==> src/rtl/rule110_readout_if.sv <==
// Byte-stream valid/ready channel carrying the rule-110 row dump to the pin mux.
interface rule110_readout_if;
  logic [7:0] out_data;
  logic       out_valid;
  logic       out_ready;

  modport master (output out_data, output out_valid, input out_ready);
  modport slave  (input out_data, input out_valid, output out_ready);
endinterface

==> src/rtl/rule110_readout.sv <==
// Snapshots one rule-110 generation on request and streams it out byte by byte.
// Optional trailing popcount byte enabled by RULE110_READOUT_POPCOUNT_EN.
module rule110_readout #(
  parameter int unsigned CELLS = 128
) (
  input  logic                  clk,
  input  logic                  reset,
  input  logic [CELLS-1:0]      cells,
  input  logic                  cells_valid,
  input  logic                  start,
  rule110_readout_if.master     out,
  output logic                  busy,
  output logic                  overrun
);

  localparam int unsigned NBYTES = CELLS / 8;
  localparam int unsigned IDXW   = (NBYTES > 1) ? $clog2(NBYTES) : 1;
  localparam logic [IDXW-1:0] LAST_IDX = IDXW'(NBYTES - 1);

`ifdef RULE110_READOUT_POPCOUNT_EN
  typedef enum logic [1:0] {IDLE, ARM, SEND, POP} state_t;
`else
  typedef enum logic [1:0] {IDLE, ARM, SEND} state_t;
`endif

  state_t                   state_q, state_d;
  logic [NBYTES-1:0][7:0]   snap_q, snap_d;
  logic [IDXW-1:0]          idx_q, idx_d;
  logic                     overrun_q, overrun_d;
  logic                     capture;
  logic                     xfer;

  assign capture = (state_q == ARM) && cells_valid;
  assign xfer    = out.out_valid && out.out_ready;

`ifdef RULE110_READOUT_POPCOUNT_EN
  logic [7:0] pop_q;
  logic [8:0] pop_sum;
  logic [7:0] pop_sat;

  always_comb begin
    pop_sum = '0;
    for (int unsigned i = 0; i < CELLS; i++) begin
      pop_sum = pop_sum + 9'(cells[i]);
    end
    // 256 live cells does not fit a byte; clamp to 255.
    pop_sat = pop_sum[8] ? 8'hFF : pop_sum[7:0];
  end

  always_ff @(posedge clk or posedge reset) begin
    if (reset) begin
      pop_q <= '0;
    end else if (capture) begin
      pop_q <= pop_sat;
    end
  end
`endif

  always_ff @(posedge clk or posedge reset) begin
    if (reset) begin
      state_q   <= IDLE;
      snap_q    <= '0;
      idx_q     <= '0;
      overrun_q <= 1'b0;
    end else begin
      state_q   <= state_d;
      snap_q    <= snap_d;
      idx_q     <= idx_d;
      overrun_q <= overrun_d;
    end
  end

  always_comb begin
    state_d   = state_q;
    snap_d    = snap_q;
    idx_d     = idx_q;
    overrun_d = overrun_q;
    unique case (state_q)
      IDLE: begin
        if (start) begin
          state_d   = ARM;
          overrun_d = 1'b0;
        end
      end
      ARM: begin
        idx_d = '0;
        if (cells_valid) begin
          snap_d  = cells;
          state_d = SEND;
        end
      end
      SEND: begin
        if (cells_valid) begin
          overrun_d = 1'b1;
        end
        if (xfer) begin
          if (idx_q == LAST_IDX) begin
`ifdef RULE110_READOUT_POPCOUNT_EN
            state_d = POP;
`else
            state_d = IDLE;
`endif
          end else begin
            idx_d = idx_q + 1'b1;
          end
        end
      end
`ifdef RULE110_READOUT_POPCOUNT_EN
      POP: begin
        if (cells_valid) begin
          overrun_d = 1'b1;
        end
        if (xfer) begin
          state_d = IDLE;
        end
      end
`endif
      default: state_d = IDLE;
    endcase
  end

  // Outputs decode straight from registered state, so reset clears them at once.
  always_comb begin
    out.out_valid = 1'b0;
    out.out_data  = '0;
    unique case (state_q)
      SEND: begin
        out.out_valid = 1'b1;
        out.out_data  = snap_q[idx_q];
      end
`ifdef RULE110_READOUT_POPCOUNT_EN
      POP: begin
        out.out_valid = 1'b1;
        out.out_data  = pop_q;
      end
`endif
      default: ;
    endcase
  end

  assign busy    = (state_q != IDLE);
  assign overrun = overrun_q;

endmodule
==> src/flat_wrapper.sv <==
// flat-port wrapper written by rule: the top's interface ports become plain ports
module rule110_readout_flat 
#(
  parameter int unsigned CELLS = 128
)
  (clk, reset, cells, cells_valid, start, busy, overrun, out_out_data, out_out_valid, out_out_ready);
  rule110_readout_if out_i ();
  input  logic clk;
  input  logic reset;
  input  logic [CELLS-1:0] cells;
  input  logic cells_valid;
  input  logic start;
  output logic busy;
  output logic overrun;
  output wire logic [$bits(out_i.out_data)-1:0] out_out_data;
  output wire logic [$bits(out_i.out_valid)-1:0] out_out_valid;
  input wire logic [$bits(out_i.out_ready)-1:0] out_out_ready;
  assign out_out_data = out_i.out_data;
  assign out_out_valid = out_i.out_valid;
  assign out_i.out_ready = out_out_ready;
  rule110_readout #(.CELLS(CELLS)) u_core (.clk(clk), .reset(reset), .cells(cells), .cells_valid(cells_valid), .start(start), .out(out_i), .busy(busy), .overrun(overrun));
endmodule
==> config.mk <==
export PLATFORM = sky130hd
export DESIGN_NAME = rule110_readout_flat
export DESIGN_NICKNAME = d
export VERILOG_FILES = /design/src/rtl/rule110_readout_if.sv /design/src/rtl/rule110_readout.sv /design/src/flat_wrapper.sv
export SDC_FILE = /design/constraint.sdc
export NUM_CORES = 1
export LEC_CHECK = 0
export BUFFER_PORTS_ARGS = -buffer_cell sky130_fd_sc_hd__buf_2
export CAP_MARGIN = 20
export CORE_ASPECT_RATIO = 1.25
export CORE_UTILIZATION = 30
export CTS_CLUSTER_SIZE = 8
export DETAILED_ROUTE_END_ITERATION = 8
export PLACE_DENSITY = 0.58
export SYNTH_ARGS = -nofsm -noshare
export SYNTH_HDL_FRONTEND = slang
export SYNTH_SLANG_ARGS = --single-unit
==> constraint.sdc <==
create_clock -name clk -period 4.3 [get_ports clk]
set_input_delay 0.43 -clock clk [delete_from_list [all_inputs] [get_ports clk]]
set_output_delay 0.43 -clock clk [all_outputs]
set_load 0.005 [all_outputs]
== Word level (Yosys, flattened, before mapping) ==
Index checks and enable logic that the tools add are counted.
Operators by class
  multiply operators: 0
  shifts and indexed selects: 0
  bitwise gates (word level): 0
  eq/ne operators: 9
  divide/modulo/power cells: 0
  order comparisons: 1
  multiplexer cells: 15
  reduce and logical (&&, ||, !) cells: 9
  add/subtract/negate cells: 1
Operator list (number)
  binary-select mux 8 bit (select 4 bit): 1
  2-to-1 mux 8 bit: 2
  2-to-1 mux 2 bit: 4
  2-to-1 mux 4 bit: 2
  inequality test 2 bit, second input constant: 4
  one-hot mux 4 bit (2 select lines): 1
  one-hot mux 2 bit (3 select lines): 1
  AND reduction 3 bit: 2
  nonzero test 2 bit: 3
  < comparator 4 x 5 -> 1 bit, second input constant: 1
  adder 4 x 1 -> 4 bit, second input constant: 1
  == test 4 bit, second input constant: 1
  inequality test 2 x 1 -> 1 bit, second input constant: 2
  AND reduction 4 bit: 1
  2-to-1 mux 1 bit: 3
  == test 2 x 1 -> 1 bit, second input constant: 1
  == test 2 bit, second input constant: 1
  logical NOT 2 bit: 1
  one-hot mux 1 bit (2 select lines): 1
  AND reduction 2 bit: 1
  logical AND 1 bit: 1
Storage, ports and cells
  ROM bits: 0
  latch bits: 0
  output and inout bits: 11
  bits of input ports: 133
  memories kept: 0
  memory bits (writable): 0
  bits in registers: 135

== Depth between registers and ports, before layout ==
Gate-level depths: netlist (run 1).
  depth in word-level cells: 5
  mapped depth: 7

== Worst setup path before layout (run 1) ==
No wires, ideal clock.
  path type: register to output
  start point: register u_core.idx_q[1]
  end point: output port out_out_data[2]
  path slack: 2585 ps
  cell stages (with the launch flop): 7
  arrival: 1285 ps
  buffers on the path: 2
  cells stage by stage: dfrtp_1 > buf_2 > nor2b_1 > buf_2 > a22oi_1 > o2111ai_1 > nand2_1
Between the ends
  cells in the longest elaborated chain, start to end: 3
Ends and longest elaborated chain
  from (decl): line rule110_readout.sv:28  | logic [IDXW-1:0] idx_q, idx_d;
  from (signal assigned): line rule110_readout.sv:68  | idx_q <= idx_d;
  binary-select mux 8 bit (select 4 bit): line rule110_readout.sv:129  | out.out_data = snap_q[idx_q];
  2-to-1 mux 8 bit (not written as such): line rule110_readout.sv:129
  2-to-1 mux 8 bit: line rule110_readout.sv:126  | unique case (state_q)
  to (decl): line flat_wrapper.sv:15  | output wire logic [$bits(out_i.out_data)-1:0] out_out_data;
Every way passes these cells. The select of a mux whose other input is x is not followed.

== Worst setup path in the final report (run 1) ==
  start point: register u_core.idx_q[0]
  end point: output port out_out_data[0]
Same word-level chain as after synthesis.

==> metrics.md, run 1 <==
| Metric | Value |
|---|---|
| Inserted Diodes | `0` |
| Post-synthesis sequential area ratio | `about half` |
| Number of global-route vias before repair | `between 4000 and 5000` |
| XOR/XNOR Fraction of Synth Area | `less than 1%` |
| Post-route cell area | `0.00819 mm2` |
| Slew HR | `32.3%` |
| Hold_ws | `202 ps` |
| Syn Inst Count | `about 440` |
| Startpoint types | `flop` |
| Mux cell area share after synthesis | `36.9%` |
| Simple-gate portion of the synthesized area | `under 10%` |
| Die area | `0.0233 mm2` |
| Final ANT Viol Nets | `0` |
| Hold Vio Cnt, Final | `0` |
| Worst skew pair latency | `approximately 410 ps` |
| Status | `complete, no violations` |
| Initial antenna violation count | `0` |
| Clock Pin Slew Worst Setup and Hold Paths | `about 60 ps` |
| Area after DPL | `around 0.0076 mm2` |
| Max_cap viols | `0` |
| Fmax achieved | `between 300 and 400 MHz` |
| Avg Cell Area, Syn | `roughly 15 um2` |
| Buf/Inv on CP | `2` |
| # setup viols final | `0` |
| Global-route wire length before repair | `~26000 um` |
| Final Skew | `4.49 ps` |
| R2R setup slack | `around 1700 ps` |
| DRC violations left | `0` |
| Slowest CP cell | `dfrtp_4` |
| CTS tree | `built` |
| Largest net degree at the start of global routing | `105` |
| DR vias | `between 4000 and 5000` |
| Static Leak | `0.00393 uW` |
| Crit-path max FO | `34` |
| I/O Pins | `between 100 and 150` |
| DP HPWL | `12000 um` |
| Area grow syn2layout | `20.6%` |
| Slew @ Worst Pin | `just over 1000 ps` |
| #FFs+latches synth | `roughly 140` |
| Avg Vias per Cell | `4.62` |
| Synth area leader | `dfrtp_1` |
| Delay-heaviest family, CP | `flip-flops` |
| Synth top area share | `around half` |
| Sink Count | `~140` |
| RSZ-0062 raised after global routing | `false` |
| Synth Cell Area | `approximately 0.0068 mm2` |
| Adder-cell share of the synthesized area | `0.184%` |
| DR iter-0 viols | `between 150 and 200` |
| Hold_buf cts | `0` |
| Finished Layout Cells | `a little under 900` |
| Setup TNS | `0 ps` |
| WP data required | `slightly below 4000 ps` |
| FP Rows | `a little over 60` |
| Final min period | `roughly 3100 ps` |
| Post-layout util | `a little under two fifths` |
| Largest family of logic cells by synthesized area | `multiplexers` |
| CTS resizes | `0` |
| H-tree Lvls | `4` |
| WS Path Type | `flop to primary output` |
| CTS root buffer | `clkbuf_16` |
| Final GP Congestion | `approximately 0.72` |
| Nets | `716` |
| CP cell instances | `buf_16 -> mux4_2 -> nand2b_1 -> nand3_1 -> o21ai_0 -> buf_2` |
| Crit-path max cell delay | `780 ps` |
| Die width | `~140 um` |
| GR Overflow Total | `0` |
| Slew Viols, Final | `0` |
| Die Span Y | `roughly 170 um` |
| CTS max path bufs | `2` |
| Synth cell types | `35` |
| Synthesized net count | `~580` |
| CTS Buf Count | `17` |
| Total Wirelength | `approximately 17000 um` |
| Layout cell share with drive strength beyond 1 | `roughly 54%` |
| Final Cycle Share | `between 70% and 80%` |
| Core ar. | `0.0222 mm2` |
| CP Capture Type | `primary output` |
| Type of the worst min-delay path | `input pin to async pin` |
| # Post-CTS Setup Buffers | `0` |
| DR WL/cell | `between 15 and 20 um` |
| Top area cells in the synthesized netlist | `dfrtp_1 (50%), mux2_4 (24%), mux2i_1 (8.0%)` |
| Drt pass-1 iters | `4` |
| IO buf count | `143` |
| Synth warn | `0` |
| Placed insts | `around 850` |
| Gr usage total | `15.1%` |
| Compound-Gate Fraction of Synth Area | `4.35%` |
| Worst vdd ir | `slightly below 400 uV` |
| Starting Density | `between 30% and 40%` |
| Pwr per Cell Area | `between 700 and 800 mW/mm2` |
| Worst Path Arrival | `2680 ps` |
[worst register-to-register path: cells and delay by family, from the launching register on]
kind,cells,cell delay [ps]
AND/OR/NAND/NOR,2,780
multiplexers,1,430
flip-flops,1,430
buffers and inverters,2,810
[per-stage QoR]
stage | worst slack [ps] | total power [uW]
after CTS | 1000 | 5970
after detailed placement | 1460 | 4510
after floorplan | 259 | 4070
final | 1190 | 5900
after global routing | 983 | 6250
after global placement | 1490 | 4430
[state kept, by name (all words and copies together) (netlist names)]
register / count
u_core.snap_q: 128
u_core.overrun: 1
u_core.idx_q: 4
u_core.state_q: 2
[layout make-up]
class | instances | area (um2)
multi-input combinational | 274 | 3060
clock buffer | 22 | 494
clock inverter | 10 | 93.8
tap | 283 | 354
fill | 2123 | 14000
inverter | 5 | 25.0
sequential | 135 | 3380
timing repair buffer | 149 | 781
[path summary, 6_finish.rpt]
check	end	start	depth (start not counted)
min in group clk	u_core.snap_q[8]$_DFFE_PP0P_	cells[8]	2
min reg2reg	u_core.snap_q[86]$_DFFE_PP0P_	u_core.snap_q[86]$_DFFE_PP0P_	1
min	u_core.snap_q[39]$_DFFE_PP0P_	reset	2
max	out_out_data[0]	u_core.idx_q[0]$_DFFE_PP0P_	6
max reg2reg	u_core.snap_q[98]$_DFFE_PP0P_	u_core.state_q[0]$_DFFE_PP0P_	5
max in group asynchronous	u_core.snap_q[116]$_DFFE_PP0P_	reset	3
[cell usage after synthesis (all sizes together)]
cell type / instances
a211oi: 1
mux4: 5
nor2b: 3
a22o: 1
o31ai: 2
xor2: 1
o21ai: 9
nor2: 6
inv: 4
dfrtp: 135
ha: 1
nand4: 1
buf: 27
nand2: 12
a21oi: 3
or2: 1
nand2b: 4
and2: 1
o2111ai: 1
or2b: 1
a22oi: 26
mux2i: 54
mux2: 128
or3: 1
clkinv: 1
nand3: 12
[power by group]
part	internal, uW	switching, uW
Combinational	1360	770
Clock	873	552
Sequential	1910	432
[placed cells by master, fill, tap and decap left out, drive strengths merged, types with 4 or more instances in the layout]
master and count:
a22oi 26, buf 149, clkbuf 22, clkinv 6
dfrtp 135, inv 5, mux2 128, mux2i 54
mux4 5, nand2 12, nand2b 4, nand3 12
nor2 6, o21ai 9
[logic make-up after synthesis]
logic type / count (synthesis)
AOI/OAI and AO/OA: 43
xor gates and xnor gates: 1
adders and majority gates: 1
buffers and inverters: 32
DFF: 135
muxes: 187
and+or+nand+nor: 42
[layer usage]
metal / global-route usage (%) / wire [um] / up-vias
li1: - / - / 1896
met1: 19.5 / 7270 / 2043
met2: 25.0 / 8590 / 100
met3: 3.16 / 744 / 14
met4: 4.78 / 201 / 0
met5: 0 / 0 / -
No activity file was read; power rests on OpenSTA's default activity.
==> run 2, diff against run 1 <==
--- a/config.mk
+++ b/config.mk
@@ -5,13 +5,14 @@
 export SDC_FILE = /design/constraint.sdc
 export NUM_CORES = 1
 export LEC_CHECK = 0
+export ABC_AREA = 1
 export BUFFER_PORTS_ARGS = -buffer_cell sky130_fd_sc_hd__buf_2
 export CAP_MARGIN = 20
 export CORE_ASPECT_RATIO = 1.25
 export CORE_UTILIZATION = 30
 export CTS_CLUSTER_SIZE = 8
 export DETAILED_ROUTE_END_ITERATION = 8
-export PLACE_DENSITY = 0.58
+export PLACE_DENSITY = 0.56
 export SYNTH_ARGS = -nofsm -noshare
 export SYNTH_HDL_FRONTEND = slang
 export SYNTH_SLANG_ARGS = --single-unit
==> constraint.sdc (replaced) <==
create_clock -name clk -period 3.1 [get_ports clk]
set_input_delay 0.31 -clock clk [delete_from_list [all_inputs] [get_ports clk]]
set_output_delay 0.31 -clock clk [all_outputs]
set_load 0.005 [all_outputs]
==> metrics.md, run 2 <==
| Metric | Value |
|---|---|
| CP Capture Type | `primary output` |
| Max reg flops | `128 (unchanged)` |
| Final GP Congestion | `0.739 (+3.0%)` |
| Delay-heaviest family, CP | `simple AND/OR/NAND/NOR gates` |
| Synth warn | `0 (unchanged)` |
| Final min period | `2480 ps` |
| Largest net degree at the start of global routing | `95 (-9.5%)` |
| Most common cell after layout, fill and taps aside | `buf_2` |
| Hold_buf cts | `0 (unchanged)` |
| Mux cell area share after synthesis | `4.02% (-33 points)` |
| Fmax achieved | `around 400 MHz` |
| Crit-path max FO | `77 (+130%)` |
| Synth area leader | `dfrtp_1` |
| Synth top area share | `50.3% (+0.57 points)` |
| Starting Density | `30.9% (+0.26 points)` |
| #FFs+latches synth | `135 (unchanged)` |
| Nets | `1090 (+52%)` |
| GR Overflow Total | `0 (unchanged)` |
| Die area | `0.0230 mm2 (-1.1%)` |
| Type of the worst min-delay path | `input pin to async pin` |
| Drt pass-1 iters | `4 (unchanged)` |
| Clock Pin Slew Worst Setup and Hold Paths | `60 ps (about the same)` |
| Slowest CP cell | `dfrtp_2` |
| Post-synth ARST share | `100% (unchanged)` |
| Top flop regs | `u_core.snap_q x128, u_core.idx_q x4, u_core.state_q x2` |
| Setup TNS | `0 ps (unchanged)` |
| Final Skew | `7.47 ps (+2.98 ps)` |
| Syn Inst Count | `833 (+89%)` |
| Area grow syn2layout | `22.7%` |
| XOR/XNOR Fraction of Synth Area | `0% (-0.13 points)` |
| Avg Vias per Cell | `4.51 (-2.4%)` |
| DRC violations left | `0 (unchanged)` |
| Worst vdd ir | `429 uV (+9.1%)` |
| Number of global-route vias before repair | `5498 (+25%)` |
| Final Cycle Share | `between 70% and 80%` |
| Max_cap viols | `0 (unchanged)` |
| Slew @ Worst Pin | `719 ps (-295 ps)` |
| Buf/Inv on CP | `2 (unchanged)` |
| FP Rows | `60 (-1.6%)` |
| CTS max path bufs | `2 (unchanged)` |
| WP data required | `2790 ps (-1080 ps)` |
| Die Span Y | `169 um (-0.56%)` |
| Worst skew pair latency | `420 ps (about the same)` |
| RSZ-0062 raised after global routing | `false` |
| Crit-path max cell delay | `450 ps (-330 ps)` |
| Initial antenna violation count | `1 (+1)` |
| CTS root buffer | `clkbuf_16` |
| Synth cell types | `22 (-37%)` |
| Inserted Diodes | `0 (unchanged)` |
| Avg Cell Area, Syn | `8.06 um2 (-48%)` |
| List of most frequent post-synthesis cells | `nor2_1 (139), dfrtp_1 (135), nand2_1 (135), inv_1 (116), a21oi_1 (110)` |
| Post-synthesis sequential area ratio | `50.3% (+0.57 points)` |
| Synth Cell Area | `0.00672 mm2 (-1.1%)` |
| Startpoint types | `flop` |
| DR vias | `5625 (+39%)` |
| DP HPWL | `14300 um (+19%)` |
| Slew HR | `51.9% (+20 points)` |
| Top-count cell post-synth | `nor2_1` |
| IO buf count | `143 (unchanged)` |
| # setup viols final | `0 (unchanged)` |
| CP cell instances | `buf_12 -> nor2_1 -> nor2_1 -> nand2_1 -> nand3_1 -> nand3_1 -> a21oi_1 -> buf_2` |
| Largest family of logic cells by synthesized area | `simple AND/OR/NAND/NOR gates` |
| H-tree Lvls | `4 (unchanged)` |
| Commonest non-fill, non-tap cells in the layout | `buf_2 (143), nor2_1 (139), nand2_1 (135), dfrtp_1 (134), inv_1 (115)` |
| # Post-CTS Setup Buffers | `0 (unchanged)` |
| Pwr per Cell Area | `913 mW/mm2 (+27%)` |
| Hold Vio Cnt, Final | `0 (unchanged)` |
| Synthesized net count | `967 (+68%)` |
| Gr usage total | `17.4% (+2.3 points)` |
| WS Path Type | `flop to primary output` |
| CTS resizes | `0 (unchanged)` |
| Main synth FF type | `dfrtp_1` |
| Worst Path Arrival | `2170 ps (-510 ps)` |
| DR WL/cell | `15.4 um (-20%)` |
| Hold_ws | `1.48 ps (-201 ps)` |
| Simple-gate portion of the synthesized area | `23.2% (+20 points)` |
| Die width | `136 um (-0.56%)` |
| Number of flops mapped to enable cells by yosys | `0 (unchanged)` |
| Adder-cell share of the synthesized area | `0.186% (+0.0021 points)` |
| Core ar. | `0.0218 mm2 (-2.0%)` |
| Status | `complete, no violations` |
| Biggest register | `u_core.snap_q` |
| Sink Count | `135 (unchanged)` |
| Final ANT Viol Nets | `0 (unchanged)` |
| DR iter-0 viols | `296 (+91%)` |
| I/O Pins | `144 (unchanged)` |
| Top area cells in the synthesized netlist | `dfrtp_1 (50%), a21oi_1 (8.2%), nor2_1 (7.8%)` |
| Slew Viols, Final | `0 (unchanged)` |
| Layout cell share with drive strength beyond 1 | `23.0% (-31 points)` |
| CTS Buf Count | `17 (unchanged)` |
| Compound-Gate Fraction of Synth Area | `10.4% (+6.0 points)` |
| CTS tree | `built` |
| Static Leak | `0.00438 uW (+11%)` |
| Total Wirelength | `19200 um (+14%)` |
| Global-route wire length before repair | `29700 um (+16%)` |
run 2: cell count changes in the layout (fill, tap and decap cells not counted), moves of 26 or more:
cell,previous run,this run
nor2_1,5,139
nand2_1,11,135
inv_1,2,115
a21oi_1,3,110
mux2_4,109,18
nand3_1,11,98
mux2i_1,54,0
a22oi_1,26,0
run 2: path summary, 6_finish.rpt:
kind	start	to	slack [ps]	cells past startpoint
min in group clk	cells[88]	u_core.snap_q[88]$_DFFE_PP0P_	120	2
min reg2reg	u_core.snap_q[96]$_DFFE_PP0P_	u_core.snap_q[96]$_DFFE_PP0P_	510	1
max in group asynchronous	reset	u_core.snap_q[101]$_DFFE_PP0P_	2400	3
max	u_core.idx_q[0]$_DFFE_PP0P_	out_out_data[1]	620	8
min	reset	u_core.snap_q[9]$_DFFE_PP0P_	1	2
max reg2reg	u_core.idx_q[0]$_DFFE_PP0P_	u_core.idx_q[0]$_DFFE_PP0P_	1250	7
run 2: cells by family (layout without fill, tap and decap cells):
family / count (synthesis) / in the layout
fa+ha+maj: 1 / 1
flops: 135 / 135
mux: 18 / 18
buf+inv: 172 / 308
simple gates: 376 / 376
compound gates: 131 / 131
run 2: metal layers:
layer	share of wire, %	global-route usage [%]	wire length [um]	vias up
met1	45	22.4	8560	2617
met2	50	28.7	9500	133
li1	-	-	-	2850
met3	3.5	3.38	663	25
met5	0	0	0	-
met4	2.4	6.55	459	0
run 2: cell type report:
type	instances	area [um2]
clock buffers	22	494
clock inverters	10	143
fillers	2315	13500
inverters	121	458
multi-input cells	526	2550
flip-flops and latches	135	3380
well taps	279	349
repair buffers	155	868
run 2: metrics by stage:
stage | instance area, um2 | setup slack (ps) | power [uW] | cells | utilization [%]
floorplan | 6720 | 1110 | 4490 | 833 | -
global route | 8240 | 506 | 8060 | 1248 | 37.8
CTS | 8240 | 643 | 7600 | 1248 | 37.8
finish | 8240 | 621 | 7530 | 1248 | 37.8
detailed placement | 7600 | 1090 | 5430 | 1216 | 34.9
global placement | 7600 | 1130 | 5390 | 1216 | 34.9
run 2: power breakdown:
part	switching, uW	total (uW)	internal, uW	leakage (uW)
Combinational	1750	2780	1030	0.00276
Clock	775	2150	1370	0.000301
Sequential	239	2590	2360	0.00132
run 2: worst reg2reg max path: cells and delay by family, from the launching register on:
kind	cells	cell delay, ps
flip-flops	1	450
AND/OR/NAND/NOR	3	370
buffers and inverters	1	320
AO/OA/AOI/OAI	2	290
adder cells (fa/ha/maj)	1	280
==> run 3, diff against run 2 <==
==> constraint.sdc (replaced) <==
create_clock -name clk -period 2.4 [get_ports clk]
set_input_delay 0.24 -clock clk [delete_from_list [all_inputs] [get_ports clk]]
set_output_delay 0.24 -clock clk [all_outputs]
set_load 0.005 [all_outputs]
==> metrics.md, run 3 (synthesized netlist as in run 2, its figures left out) <==
| Metric | Value |
|---|---|
| Status | `complete, no violations` |
| Seq. cell area | `0.00338 mm2 (unchanged)` |
| Clock Pin Slew Worst Setup and Hold Paths | `60 ps (about the same)` |
| Met1 Use GR | `22.6% (+0.19 points)` |
| DR iter-0 viols | `367 (+24%)` |
| CTS resizes | `0 (unchanged)` |
| Drt pass-1 iters | `5 (+1)` |
| Hold_buf cts | `1 (+1)` |
| Total Wirelength | `19000 um (-0.83%)` |
| Biggest register | `u_core.snap_q` |
| # Post-CTS Setup Buffers | `0 (unchanged)` |
| Core ar. | `0.0218 mm2 (unchanged)` |
| Slew Viols, Final | `0 (unchanged)` |
| IO buf count | `143 (unchanged)` |
| Fmax achieved | `~450 MHz` |
| DP HPWL | `14200 um (-0.88%)` |
| I/O Pins | `144 (unchanged)` |
| WS Path Type | `flop to primary output` |
| Met2 Usage GRT | `28.9% (+0.13 points)` |
| Gr usage total | `17.3% (-0.10 points)` |
| Worst Path Arrival | `1970 ps (-200 ps)` |
| Setup TNS | `0 ps (unchanged)` |
| Largest net degree at the start of global routing | `57 (-40%)` |
| Global-route wire length before repair | `29900 um (+0.61%)` |
| Top flop regs | `u_core.snap_q x128, u_core.idx_q x4, u_core.state_q x2` |
| Number of global-route vias before repair | `5612 (+2.1%)` |
| Worst vdd ir | `517 uV (+20%)` |
| DR vias | `5716 (+1.6%)` |
| Die Span Y | `169 um (unchanged)` |
| Starting Density | `30.9% (unchanged)` |
| DR WL/cell | `15.1 um (-1.7%)` |
| Area grow syn2layout | `25.5%` |
| Final Cycle Share | `between 90% and 100%` |
| Avg Vias per Cell | `4.54 (+0.73%)` |
| Final min period | `2210 ps` |
| GRT busiest layer | `met2` |
| Pwr per Cell Area | `1190 mW/mm2 (+31%)` |
| Final ANT Viol Nets | `0 (unchanged)` |
| Startpoint types | `flop` |
| Initial antenna violation count | `1 (unchanged)` |
| Most common cell after layout, fill and taps aside | `buf_2` |
| CTS tree | `built` |
| Inserted Diodes | `0 (unchanged)` |
| Fillers | `2259 (-2.4%)` |
| FP Rows | `60 (unchanged)` |
| H-tree Lvls | `4 (unchanged)` |
| Commonest non-fill, non-tap cells in the layout | `buf_2 (143), nor2_1 (139), nand2_1 (135), dfrtp_1 (134), inv_1 (115)` |
| Max_cap viols | `0 (unchanged)` |
| CTS root buffer | `clkbuf_16` |
| RSZ-0062 raised after global routing | `false` |
| Crit-path max FO | `51 (-34%)` |
| Hold Vio Cnt, Final | `0 (unchanged)` |
| # setup viols final | `0 (unchanged)` |
| Worst skew pair latency | `420 ps (about the same)` |
| Die area | `0.0230 mm2 (unchanged)` |
| Setup WS pre-CTS | `645 ps (-448 ps)` |
| Type of the worst min-delay path | `input pin to flop` |
| Die width | `136 um (unchanged)` |
| CP Capture Type | `primary output` |
| Final Skew | `7.30 ps (-0.179 ps)` |
| CTS max path bufs | `2 (unchanged)` |
| Multi-input gate area | `0.00255 mm2 (unchanged)` |
| Grt met3 use | `2.99% (-0.39 points)` |
| WP data required | `2160 ps (-630 ps)` |
| Setup ws final | `186 ps (-435 ps)` |
| Slew HR | `44.9% (-7.0 points)` |
| Nets | `1102 (+1.1%)` |
| Max reg flops | `128 (unchanged)` |
| Static Leak | `0.00448 uW (+2.2%)` |
| GR Overflow Total | `0 (unchanged)` |
| Final GP Congestion | `0.762 (+3.0%)` |
| Total Power | `10100 uW (+34%)` |
| Layout cell share with drive strength beyond 1 | `23.8% (+0.76 points)` |
| Sink Count | `135 (unchanged)` |
| Slew @ Worst Pin | `824 ps (+105 ps)` |
| DRC violations left | `0 (unchanged)` |
| CTS Buf Count | `17 (unchanged)` |
-- run 3: changes by cell type in the layout (fill, tap and decap cells not counted) --
cell / change
clkbuf_8: -2
clkinv_4: -2
buf_4: +7
bufinv_16: +3
clkinv_2: -1
dlygate4sd3_1: +1
inv_6: +1
buf_12: +4
-- run 3: final timing paths --
kind                                                 from                        endpoint  slack (ps)  cells after the start
max                           u_core.idx_q[0]$_DFFE_PP0P_                 out_out_data[0]         190                      8
min                                             cells[67]   u_core.snap_q[67]$_DFFE_PP0P_          50                      2
max reg2reg                   u_core.idx_q[0]$_DFFE_PP0P_     u_core.idx_q[0]$_DFFE_PP0P_         690                      6
min reg2reg                u_core.snap_q[124]$_DFFE_PP0P_  u_core.snap_q[124]$_DFFE_PP0P_         510                      2
max in group asynchronous                           reset   u_core.snap_q[71]$_DFFE_PP0P_        1220                      4
min in group asynchronous                           reset   u_core.snap_q[24]$_DFFE_PP0P_         520                      3
-- run 3: per-stage QoR --
stage | area, um2 | util [%] | hold WS, ps | cells
6_report | 8430 | 38.7 | 46.6 | 1259
5_1_grt | 8430 | 38.7 | 34.5 | 1259
4_1_cts | 8430 | 38.7 | 28.2 | 1259
3_5_place_dp | 7730 | 35.5 | 437 | 1227
3_3_place_gp | 7730 | 35.5 | 444 | 1227
2_1_floorplan | 6720 | - | 366 | 833
-- run 3: cell type report --
class	instances	area share [%]
Multi-Input combinational cell	526	30.2
Clock inverter	11	2.60
Timing Repair Buffer	167	12.0
Sequential cell	135	40.1
Clock buffer	20	5.54
Tap cell	279	4.14
Inverter	121	5.43
-- run 3: worst max-delay path: stages, from the launching register on --
cell and delay (ps):
dfrtp_2 410, buf_12 230, nor2_1 80, nor2_1 90, nand2_1 60, nand3_1 60, nand3_1 160, a21oi_1 260
buf_2 160
-- run 3: power breakdown --
group / internal (uW) / switching, uW
clock network: 2030 / 1010
registers: 3040 / 339
logic: 1420 / 2240
-- run 3: per-layer routing --
metal	routed length, um	share of wire (%)
met5	0	0
met4	287	1.5
met3	771	4.1
met2	9370	49
met1	8590	45
